`src/rtl/aes_pkg.sv`:
```
// -----------------------------------------------------------------------------
// aes_pkg
//   Shared definitions for the AES round sequencer:
//     - state_e       : sequencer FSM states (IDLE, RUN, DONE)
//     - RCON_POLY     : AES reduction polynomial low byte (x^8 = x^4+x^3+x+1)
//     - RCON_INV_POLY : constant folded in when dividing by x in GF(2^8)
//     - xtime         : multiply by x in GF(2^8)
//     - inv_xtime     : divide by x in GF(2^8)
//     - rcon_pow(n)   : x^n in GF(2^8), evaluated at elaboration time
//   Optional feature macro used by the files importing this package:
//     AES_DECRYPT_EN
// -----------------------------------------------------------------------------
package aes_pkg;

  typedef enum logic [1:0] {
    IDLE = 2'd0,
    RUN  = 2'd1,
    DONE = 2'd2
  } state_e;

  localparam logic [7:0] RCON_POLY     = 8'h1b;
  localparam logic [7:0] RCON_INV_POLY = 8'h8d;

  function automatic logic [7:0] xtime(input logic [7:0] r);
    logic [7:0] s;
    s = {r[6:0], 1'b0};
    return r[7] ? (s ^ RCON_POLY) : s;
  endfunction

  // Inverse of xtime: a set bit0 means the value was reduced, so undo the
  // reduction (0x11b >> 1 = 0x8d) while shifting right.
  function automatic logic [7:0] inv_xtime(input logic [7:0] r);
    logic [7:0] s;
    s = {1'b0, r[7:1]};
    return r[0] ? (s ^ RCON_INV_POLY) : s;
  endfunction

  function automatic logic [7:0] rcon_pow(input int n);
    logic [7:0] r;
    r = 8'h01;
    for (int i = 0; i < n; i++) begin
      r = xtime(r);
    end
    return r;
  endfunction

endpackage

```
`src/rtl/aes_rcon_step.sv`:
```
// -----------------------------------------------------------------------------
// aes_rcon_step
//   Combinational one-step update of the key-expansion round constant.
//   Forward (encrypt order) multiplies by x; backward (decrypt order, only with
//   AES_DECRYPT_EN) divides by x.
// Ports:
//   dir_i   in  1  0 = forward, 1 = backward   (only with AES_DECRYPT_EN)
//   rcon_i  in  8  current round constant
//   rcon_o  out 8  constant for the neighbouring round
// -----------------------------------------------------------------------------
module aes_rcon_step
  import aes_pkg::*;
(
`ifdef AES_DECRYPT_EN
  input  logic       dir_i,
`endif
  input  logic [7:0] rcon_i,
  output logic [7:0] rcon_o
);

`ifdef AES_DECRYPT_EN
  assign rcon_o = dir_i ? inv_xtime(rcon_i) : xtime(rcon_i);
`else
  assign rcon_o = xtime(rcon_i);
`endif

endmodule

```
`src/rtl/aes_round_sequencer.sv`:
```
// -----------------------------------------------------------------------------
// aes_round_sequencer
//   Steps the AES round datapath through rounds 0..NR (or NR..0 when
//   decrypting) under a valid/ready handshake, presenting round index,
//   first/last flags and the round constant for each round.
//   Optional feature macro: AES_DECRYPT_EN (adds i_Decrypt and descending
//   order with inverse constant stepping).
// Parameters:
//   NR             number of rounds (10, 12 or 14)
// Ports:
//   clk            in   1  clock, rising edge
//   rst_n          in   1  asynchronous active-low reset
//   i_Start        in   1  start a block (sampled only in IDLE)
//   i_Abort        in   1  synchronous abort to IDLE, highest priority
//   i_Decrypt      in   1  descending order (only with AES_DECRYPT_EN)
//   i_Round_Ready  in   1  datapath accepts the presented round
//   o_Busy         out  1  high in RUN and DONE
//   o_Round_Valid  out  1  round fields valid
//   o_Round_Idx    out  4  current round index
//   o_Rcon         out  8  round constant (00 for round 0)
//   o_First        out  1  first round of the block
//   o_Last         out  1  final round of the block
//   o_Done         out  1  one-cycle pulse after the last round is accepted
// -----------------------------------------------------------------------------
module aes_round_sequencer
  import aes_pkg::*;
#(
  parameter int NR = 10
) (
  input  logic       clk,
  input  logic       rst_n,
  input  logic       i_Start,
  input  logic       i_Abort,
`ifdef AES_DECRYPT_EN
  input  logic       i_Decrypt,
`endif
  input  logic       i_Round_Ready,
  output logic       o_Busy,
  output logic       o_Round_Valid,
  output logic [3:0] o_Round_Idx,
  output logic [7:0] o_Rcon,
  output logic       o_First,
  output logic       o_Last,
  output logic       o_Done
);

  localparam logic [3:0] NR_IDX = 4'(NR);

  state_e     state_q, state_d;
  logic [3:0] idx_q, idx_d;
  logic [7:0] rcon_q, rcon_d;
  logic       dec_q, dec_d;

  logic       start_dec;
  logic [3:0] start_idx;
  logic [7:0] start_rcon;
  logic [7:0] step_rcon;
  logic [7:0] next_rcon;
  logic       run;
  logic       accept;
  logic       first_round;
  logic       last_round;

  // Start values for a new block depend on the direction sampled with i_Start.
`ifdef AES_DECRYPT_EN
  localparam logic [7:0] DEC_START_RCON = rcon_pow(NR - 1);

  assign start_dec  = i_Decrypt;
  assign start_idx  = i_Decrypt ? NR_IDX : 4'd0;
  assign start_rcon = i_Decrypt ? DEC_START_RCON : 8'h00;
`else
  assign start_dec  = 1'b0;
  assign start_idx  = 4'd0;
  assign start_rcon = 8'h00;
`endif

  aes_rcon_step u_rcon_step (
`ifdef AES_DECRYPT_EN
    .dir_i  (dec_q),
`endif
    .rcon_i (rcon_q),
    .rcon_o (step_rcon)
  );

  assign run         = (state_q == RUN);
  assign accept      = run & i_Round_Ready;
  assign first_round = dec_q ? (idx_q == NR_IDX) : (idx_q == 4'd0);
  assign last_round  = dec_q ? (idx_q == 4'd0)   : (idx_q == NR_IDX);

  // Round 0 carries no constant, so the chain is seeded with 01 when leaving
  // round 0 and cleared to 00 when arriving at round 0 in descending order.
  always_comb begin
    next_rcon = step_rcon;
    if (!dec_q && idx_q == 4'd0) begin
      next_rcon = 8'h01;
    end else if (dec_q && idx_q == 4'd1) begin
      next_rcon = 8'h00;
    end
  end

  always_comb begin
    state_d = state_q;
    idx_d   = idx_q;
    rcon_d  = rcon_q;
    dec_d   = dec_q;

    case (state_q)
      IDLE: begin
        if (i_Start) begin
          state_d = RUN;
          dec_d   = start_dec;
          idx_d   = start_idx;
          rcon_d  = start_rcon;
        end
      end
      RUN: begin
        if (accept) begin
          if (last_round) begin
            state_d = DONE;
            idx_d   = 4'd0;
            rcon_d  = 8'h00;
          end else begin
            idx_d   = dec_q ? (idx_q - 4'd1) : (idx_q + 4'd1);
            rcon_d  = next_rcon;
          end
        end
      end
      DONE: begin
        state_d = IDLE;
        dec_d   = 1'b0;
      end
      default: begin
        state_d = IDLE;
      end
    endcase

    if (i_Abort) begin
      state_d = IDLE;
      idx_d   = 4'd0;
      rcon_d  = 8'h00;
      dec_d   = 1'b0;
    end
  end

  always_ff @(posedge clk or negedge rst_n) begin
    if (!rst_n) begin
      state_q <= IDLE;
      idx_q   <= 4'd0;
      rcon_q  <= 8'h00;
      dec_q   <= 1'b0;
    end else begin
      state_q <= state_d;
      idx_q   <= idx_d;
      rcon_q  <= rcon_d;
      dec_q   <= dec_d;
    end
  end

  // Outputs decode directly from registered state so reset clears them at once.
  assign o_Busy        = (state_q != IDLE);
  assign o_Round_Valid = run;
  assign o_Round_Idx   = run ? idx_q : 4'd0;
  assign o_Rcon        = (run && idx_q != 4'd0) ? rcon_q : 8'h00;
  assign o_First       = run & first_round;
  assign o_Last        = run & last_round;
  assign o_Done        = (state_q == DONE);

endmodule

```
`config.mk`:
```
export PLATFORM = sky130hd
export DESIGN_NAME = aes_round_sequencer
export DESIGN_NICKNAME = d
export VERILOG_FILES = /design/src/rtl/aes_pkg.sv /design/src/rtl/aes_rcon_step.sv /design/src/rtl/aes_round_sequencer.sv
export SDC_FILE = /design/constraint.sdc
export NUM_CORES = 1
export LEC_CHECK = 0
export ABC_AREA = 1
export CORE_UTILIZATION = 40
export CTS_BUF_LIST = sky130_fd_sc_hd__clkbuf_8
export DETAILED_ROUTE_END_ITERATION = 16
export GPL_TIMING_DRIVEN = 0
export PLACE_DENSITY = 0.66
export SLEW_MARGIN = 20
export SYNTH_ARGS = -nofsm -noshare
export SYNTH_HDL_FRONTEND = slang
export SYNTH_HIERARCHICAL = 1
export SYNTH_SLANG_ARGS = --single-unit
```
`constraint.sdc`:
```
create_clock -name clk -period 1.57 [get_ports clk]
set_input_delay 0.157 -clock clk [delete_from_list [all_inputs] [get_ports clk]]
set_output_delay 0.157 -clock clk [all_outputs]
set_load 0.01 [all_outputs]
```
Word-level counts from Yosys, hierarchy flattened

Index checks and enable logic that the tools add are counted.

Logic and storage cells: 56
Register bits after elaboration: 15
Input port bits: 5

$add $sub $neg: 2
Bitwise operators: 4
Equality and inequality tests: 7
Mux-type cells: 26
Reduce and logical (&&, ||, !) cells: 13

Operators by type and width:

| cell                                                | number |
|---|---|
| two-way mux 8 bit                                   | 7 |
| two-way mux 4 bit                                   | 6 |
| case mux 8 bit (2 select lines)                     | 1 |
| two-way mux 2 bit                                   | 4 |
| case mux 4 bit (2 select lines)                     | 1 |
| != test 3 x 2 -> 1 bit, second input constant       | 2 |
| AND reduction 3 bit                                 | 2 |
| nonzero test 3 bit                                  | 2 |
| two-way mux 5 bit                                   | 1 |
| adder 4 x 1 -> 4 bit, second input constant         | 1 |
| equality test 4 x 1 -> 1 bit, second input constant | 1 |
| equality test 4 bit, second input constant          | 1 |
| logical NOT 4 bit                                   | 1 |
| two-way mux 1 bit                                   | 4 |
| inverter 4 bit                                      | 1 |
| case mux 2 bit (2 select lines)                     | 1 |
| nonzero test 4 bit                                  | 1 |
| subtractor 4 x 1 -> 4 bit, second input constant    | 1 |
| bitwise AND 1 bit                                   | 3 |
| logical AND 1 bit                                   | 3 |
| != test 3 bit, second input constant                | 1 |
| equality test 2 x 1 -> 1 bit, second input constant | 1 |
| equality test 2 bit, second input constant          | 1 |
| logical NOT 2 bit                                   | 1 |
| other kinds (4)                                     | 4 |

Longest topological paths before layout

Depth in word-level cells: 8
Gate-level depth with buffers: 8
Gate-level depth less buffers: 8

Modules after synthesis

The synthesis kept the hierarchy.

Modules (own cells, without submodules):

| module              | times used | area an instance (sq um) | cells an instance |
|---|---|---|---|
| aes_round_sequencer | 1          | 879.6                    | 116 |
| aes_rcon_step       | 1          | 86.3                     | 18 |

Worst setup path after synthesis

Ideal clock, no wire load.

Path type: register to register
Start: register idx_q[0]
End: register rcon_q[2]
Path slack: 0.268 ns
Clock period less this slack: 1.302 ns
Arrival time: 1.237 ns
Cell stages (with the launch flop): 8
Library setup time: 0.065 ns
Cells stage by stage: dfrtp_1 > inv_1 > ha_1 > nand3_2 > inv_1 > nor3_4 > nand3_1 > nand2_1

Word-level cells in the longest chain between the ends: 8

RTL lines:

| element                             | RTL line                   | text |
|---|---|---|
| from (decl)                         | aes_round_sequencer.sv:50  | `logic [3:0] idx_q, idx_d;` |
| from (signal assigned)              | aes_round_sequencer.sv:153 | `idx_q <= idx_d;` |
| equality test 4 x 1 -> 1 bit        | aes_round_sequencer.sv:96  | `end else if (dec_q && idx_q == 4'd1) begin` |
| logical AND 1 bit                   | aes_round_sequencer.sv:96  |  |
| two-way mux 8 bit                   | aes_round_sequencer.sv:96  |  |
| two-way mux 8 bit                   | aes_round_sequencer.sv:94  | `if (!dec_q && idx_q == 4'd0) begin` |
| two-way mux 8 bit (*)               | aes_round_sequencer.sv:118 | `if (last_round) begin` |
| two-way mux 8 bit (*)               | aes_round_sequencer.sv:117 | `if (accept) begin` |
| case mux 8 bit (2 select lines) (*) | aes_round_sequencer.sv:107 | `case (state_q)` |
| two-way mux 8 bit (*)               | aes_round_sequencer.sv:137 | `if (i_Abort) begin` |
| to (signal assigned)                | aes_round_sequencer.sv:154 | `rcon_q <= rcon_d;` |
| to (decl)                           | aes_round_sequencer.sv:51  | `logic [7:0] rcon_q, rcon_d;` |

Mark *: on every way between the ends. The rest lies on a longest branch, timed or not. The select of a mux whose other input is x is not followed.
A chain may end at the register's enable or synchronous reset.

Final worst setup path

Start: register state_q[0]
End: register rcon_q[0]

Word-level cells in the longest chain between the ends: 4

RTL lines:

| element                                 | RTL line                                              | text |
|---|---|---|
| from (decl)                             | aes_round_sequencer.sv:49                             | `state_e state_q, state_d;` |
| from (signal assigned)                  | aes_round_sequencer.sv:152                            | `state_q <= state_d;` |
| equality test 2 x 1 -> 1 bit            | aes_round_sequencer.sv:85, aes_round_sequencer.sv:107 |  |
| bitwise AND 1 bit                       | aes_round_sequencer.sv:86                             | `assign accept = run & i_Round_Ready;` |
| != test 3 x 2 -> 1 bit (no source line) | --                                                    |  |
| AND reduction 3 bit (no source line)    | --                                                    |  |

Parallel ways exist; a longest one is shown, timed or not.

==> run summary <==
crit end category -> register
IO Port Bufs -> 21
WS Path Type -> register to register
Filler Cell Count -> 228
Hold Violations, Final -> 0
Starting Density -> 42.84%
die outline height -> 51.14 um
top cell type's share of synthesized area -> 36.27%
CTS sink count -> 14
worst path arrival time -> 1610 ps
leading cell types by total area after synthesis -> dfrtp_1 (36%), nand2_1 (14%), inv_1 (8.5%)
Die W -> 51.14 um
Sw Ratio -> 42.82%
Reg power frac -> 26.4%
critical path required time -> 1700 ps
FMAX -> 0.6732 GHz
Max-Cap Viols -> 0
post-synth cell types -> 24
initial antenna violation count -> 0
Mapped Nets -> 142
fin crit share -> 94.62%
grt ovf -> 0
TritonCTS clock tree -> done
DR vias -> 907
ant diodes -> 0
gpl congestion -> 0.7255
share of post-route cells with drive strength above 1 -> 29.59%
I/O pin cnt -> 22
synth cell count leaders -> nand2_1 (36), inv_1 (22), nor2_1 (18), dfrtp_1 (14), nand3_1 (11)
Async S/R FF share, synth -> 100.0%
min Tclk post-route -> 1485 ps
Nets -> 179
Core ar. -> 2255 um^2
Iteration-0 DRC Markers -> 12
clk root buf -> clkbuf_8
Clk pwr share -> 16.4%
DRC Markers -> 0
post-synthesis register bit count -> 14
Synth area leader -> dfrtp_1
CP Max Fanout -> 7
Worst Slack Setup Final -> 84.51 ps
first-pass GRT wire length -> 3705 um
total chip power -> 1.783 mW
vias in the first global route -> 829
Tightest Pin Transition -> 657.7 ps
Switch Pwr -> 763.6 uW
Rows -> 17
Worst Setup Start Kind -> register
most frequent cell after synthesis -> nand2_1
Post-Route WL -> 2198 um
hold buffers post-CTS -> 0
yosys warns -> 6
maximum VDD drop -> 0.0007458 V
max-slew violations -> 0
Avg Synthesized Cell Area -> 7.208 um^2
number of synthesized flops with an enable pin -> 0
Cell Pwr Density -> 1356 nW/um^2
HPWL after detailed placement -> 1453 um
Total GRT Usage -> 19.18%
largest net degree at the start of global routing -> 15
post-synthesis sequential area ratio -> 36.27%
Static Leak -> 0.7075 nW
slew margin rel. -> 56.02%
drt first pass iters -> 4
Synth Instances -> 134
Internal -> 1.020 mW
clock skew -> 2.206 ps
clk buf depth -> 2
clock-pin slew on the worst setup and hold paths -> 60 ps
Layout area overhead -> 36.14%
status -> finished, final reports clean
DR WL/cell -> 11.16 um
Num CTS Buffers -> 3
final setup fails -> 0
mapped cell area -> 965.9 um^2
prevailing post-synth register cell -> dfrtp_1
die area -> 2615 um^2
Worst Hold Class -> primary input to async pin
post-placement setup slack -> -389.3 ps
clock latency on the worst-skew pair -> 240 ps
CTS H-tree depth -> 1
RSZ-0062 raised after global routing -> yes
Comb pwr share -> 57.3%
vias per cell -> 4.604
Final ANT Viol Nets -> 0
[path summary, 6_finish.rpt]
kind                             from         end  slack [ps]  cells past startpoint
min in group clk            rcon_q[5]   rcon_q[5]         510                      2
max in group asynchronous       rst_n  state_q[1]         790                      1
hold reg to reg             rcon_q[5]   rcon_q[5]         510                      2
hold / removal                  rst_n   rcon_q[5]         320                      1
setup / recovery           state_q[0]   rcon_q[0]          80                      9
setup reg to reg           state_q[0]   rcon_q[0]          80                      9
[routing by layer]
layer / vias up / part of all wire (%) / routed length (um) / track usage (%)
met4: 0 / 0.64 / 14 / 5.556
li1: 476 / - / - / -
met2: 13 / 49 / 1079 / 32.68
met3: 2 / 2.8 / 62 / 2.976
met5: - / 0 / 0 / 0
met1: 416 / 47 / 1041 / 24.86
[layout make-up]
class | instances | area (um^2) | share of cell area, %
Multi-Input combinational cell | 89 | 511.7 | 38.92
Clock buffer | 3 | 41.29 | 3.140
Tap cell | 28 | 35.03 | 2.664
Timing Repair Buffer | 31 | 226.5 | 17.22
Inverter | 26 | 100.1 | 7.612
Buffer | 6 | 48.80 | 3.711
Sequential cell | 14 | 351.6 | 26.74
[power groups by stage]
stage	registers [mW]	logic (mW)	clock network, mW
3_5_place_dp	0.495	0.733	0
5_1_grt	0.479	1.13	0.317
6_report	0.470	1.02	0.292
3_3_place_gp	0.493	0.722	0
2_1_floorplan	0.480	0.485	0
4_1_cts	0.470	0.843	0.297
[cell families (layout without fill, tap and decap cells)]
group / count (synthesis) / in the layout / synth area share [%]
AOI/OAI and AO/OA: 7 / 7 / 3.886
xor gates and xnor gates: 1 / 1 / 0.9069
adders and majority gates: 3 / 3 / 3.886
buffers and inverters: 32 / 66 / 15.28
DFF: 14 / 14 / 36.27
and+or+nand+nor: 77 / 78 / 39.77
[per-stage QoR]
| step | instance area, um^2 | hold WS, ps | util (%) | std cells | setup TNS (ps) |
|---|---|---|---|---|---|
| 2_1_floorplan | 965.9 | -138.6 | - | 134 | 0 |
| 3_3_place_gp | 1211 | 491.9 | 53.72 | 183 | -2921 |
| 3_5_place_dp | 1211 | 496.7 | 53.72 | 183 | -3225 |
| 4_1_cts | 1287 | 344.4 | 57.10 | 191 | -475.5 |
| 5_1_grt | 1315 | 388.4 | 58.32 | 197 | -10.07 |
| 6_report | 1315 | 321.1 | 58.32 | 197 | 0 |
[layout by cell type, fill, tap and decap left out, types with 2 or more instances in the layout]
master           netlist  routed
nand3_4                1       2
inv_1                 22      19
clkdlybuf4s50_1        0       4
buf_2                  0       2
nor2_1                18      18
o21ai_1                2       3
clkbuf_2               0       8
nand3_2                2       2
ha_1                   3       2
buf_4                  5      14
o21ai_0                4       3
clkbuf_8               0       3
nand3_1               11      10
nand2_4                1       3
dfrtp_1               14      13
inv_2                  3       6
nand2_1               36      35
dlygate4sd2_1          0       7
nand4_1                2       2
[critical path, cell delays in order, from the launching register on]
cell and delay (ps):
dfrtp_1 390, inv_2 100, nor2_8 50, buf_4 160, buf_4 160, nand3_2 80
nand3_4 120, clkbuf_4 200, nand2_1 60, o21ai_1 50
[sequential cells by signal, indices dropped and copies added (netlist names)]
signal / count
idx_q: 4
state_q: 2
rcon_q: 8
[what timing repair did]
action,CTS,global route
buffers inserted,5,4
resized for setup,27,26
setup endpoints to repair,17,16
pin swaps,1,4
gates cloned,0,2
(Power assumes the default switching activity.)
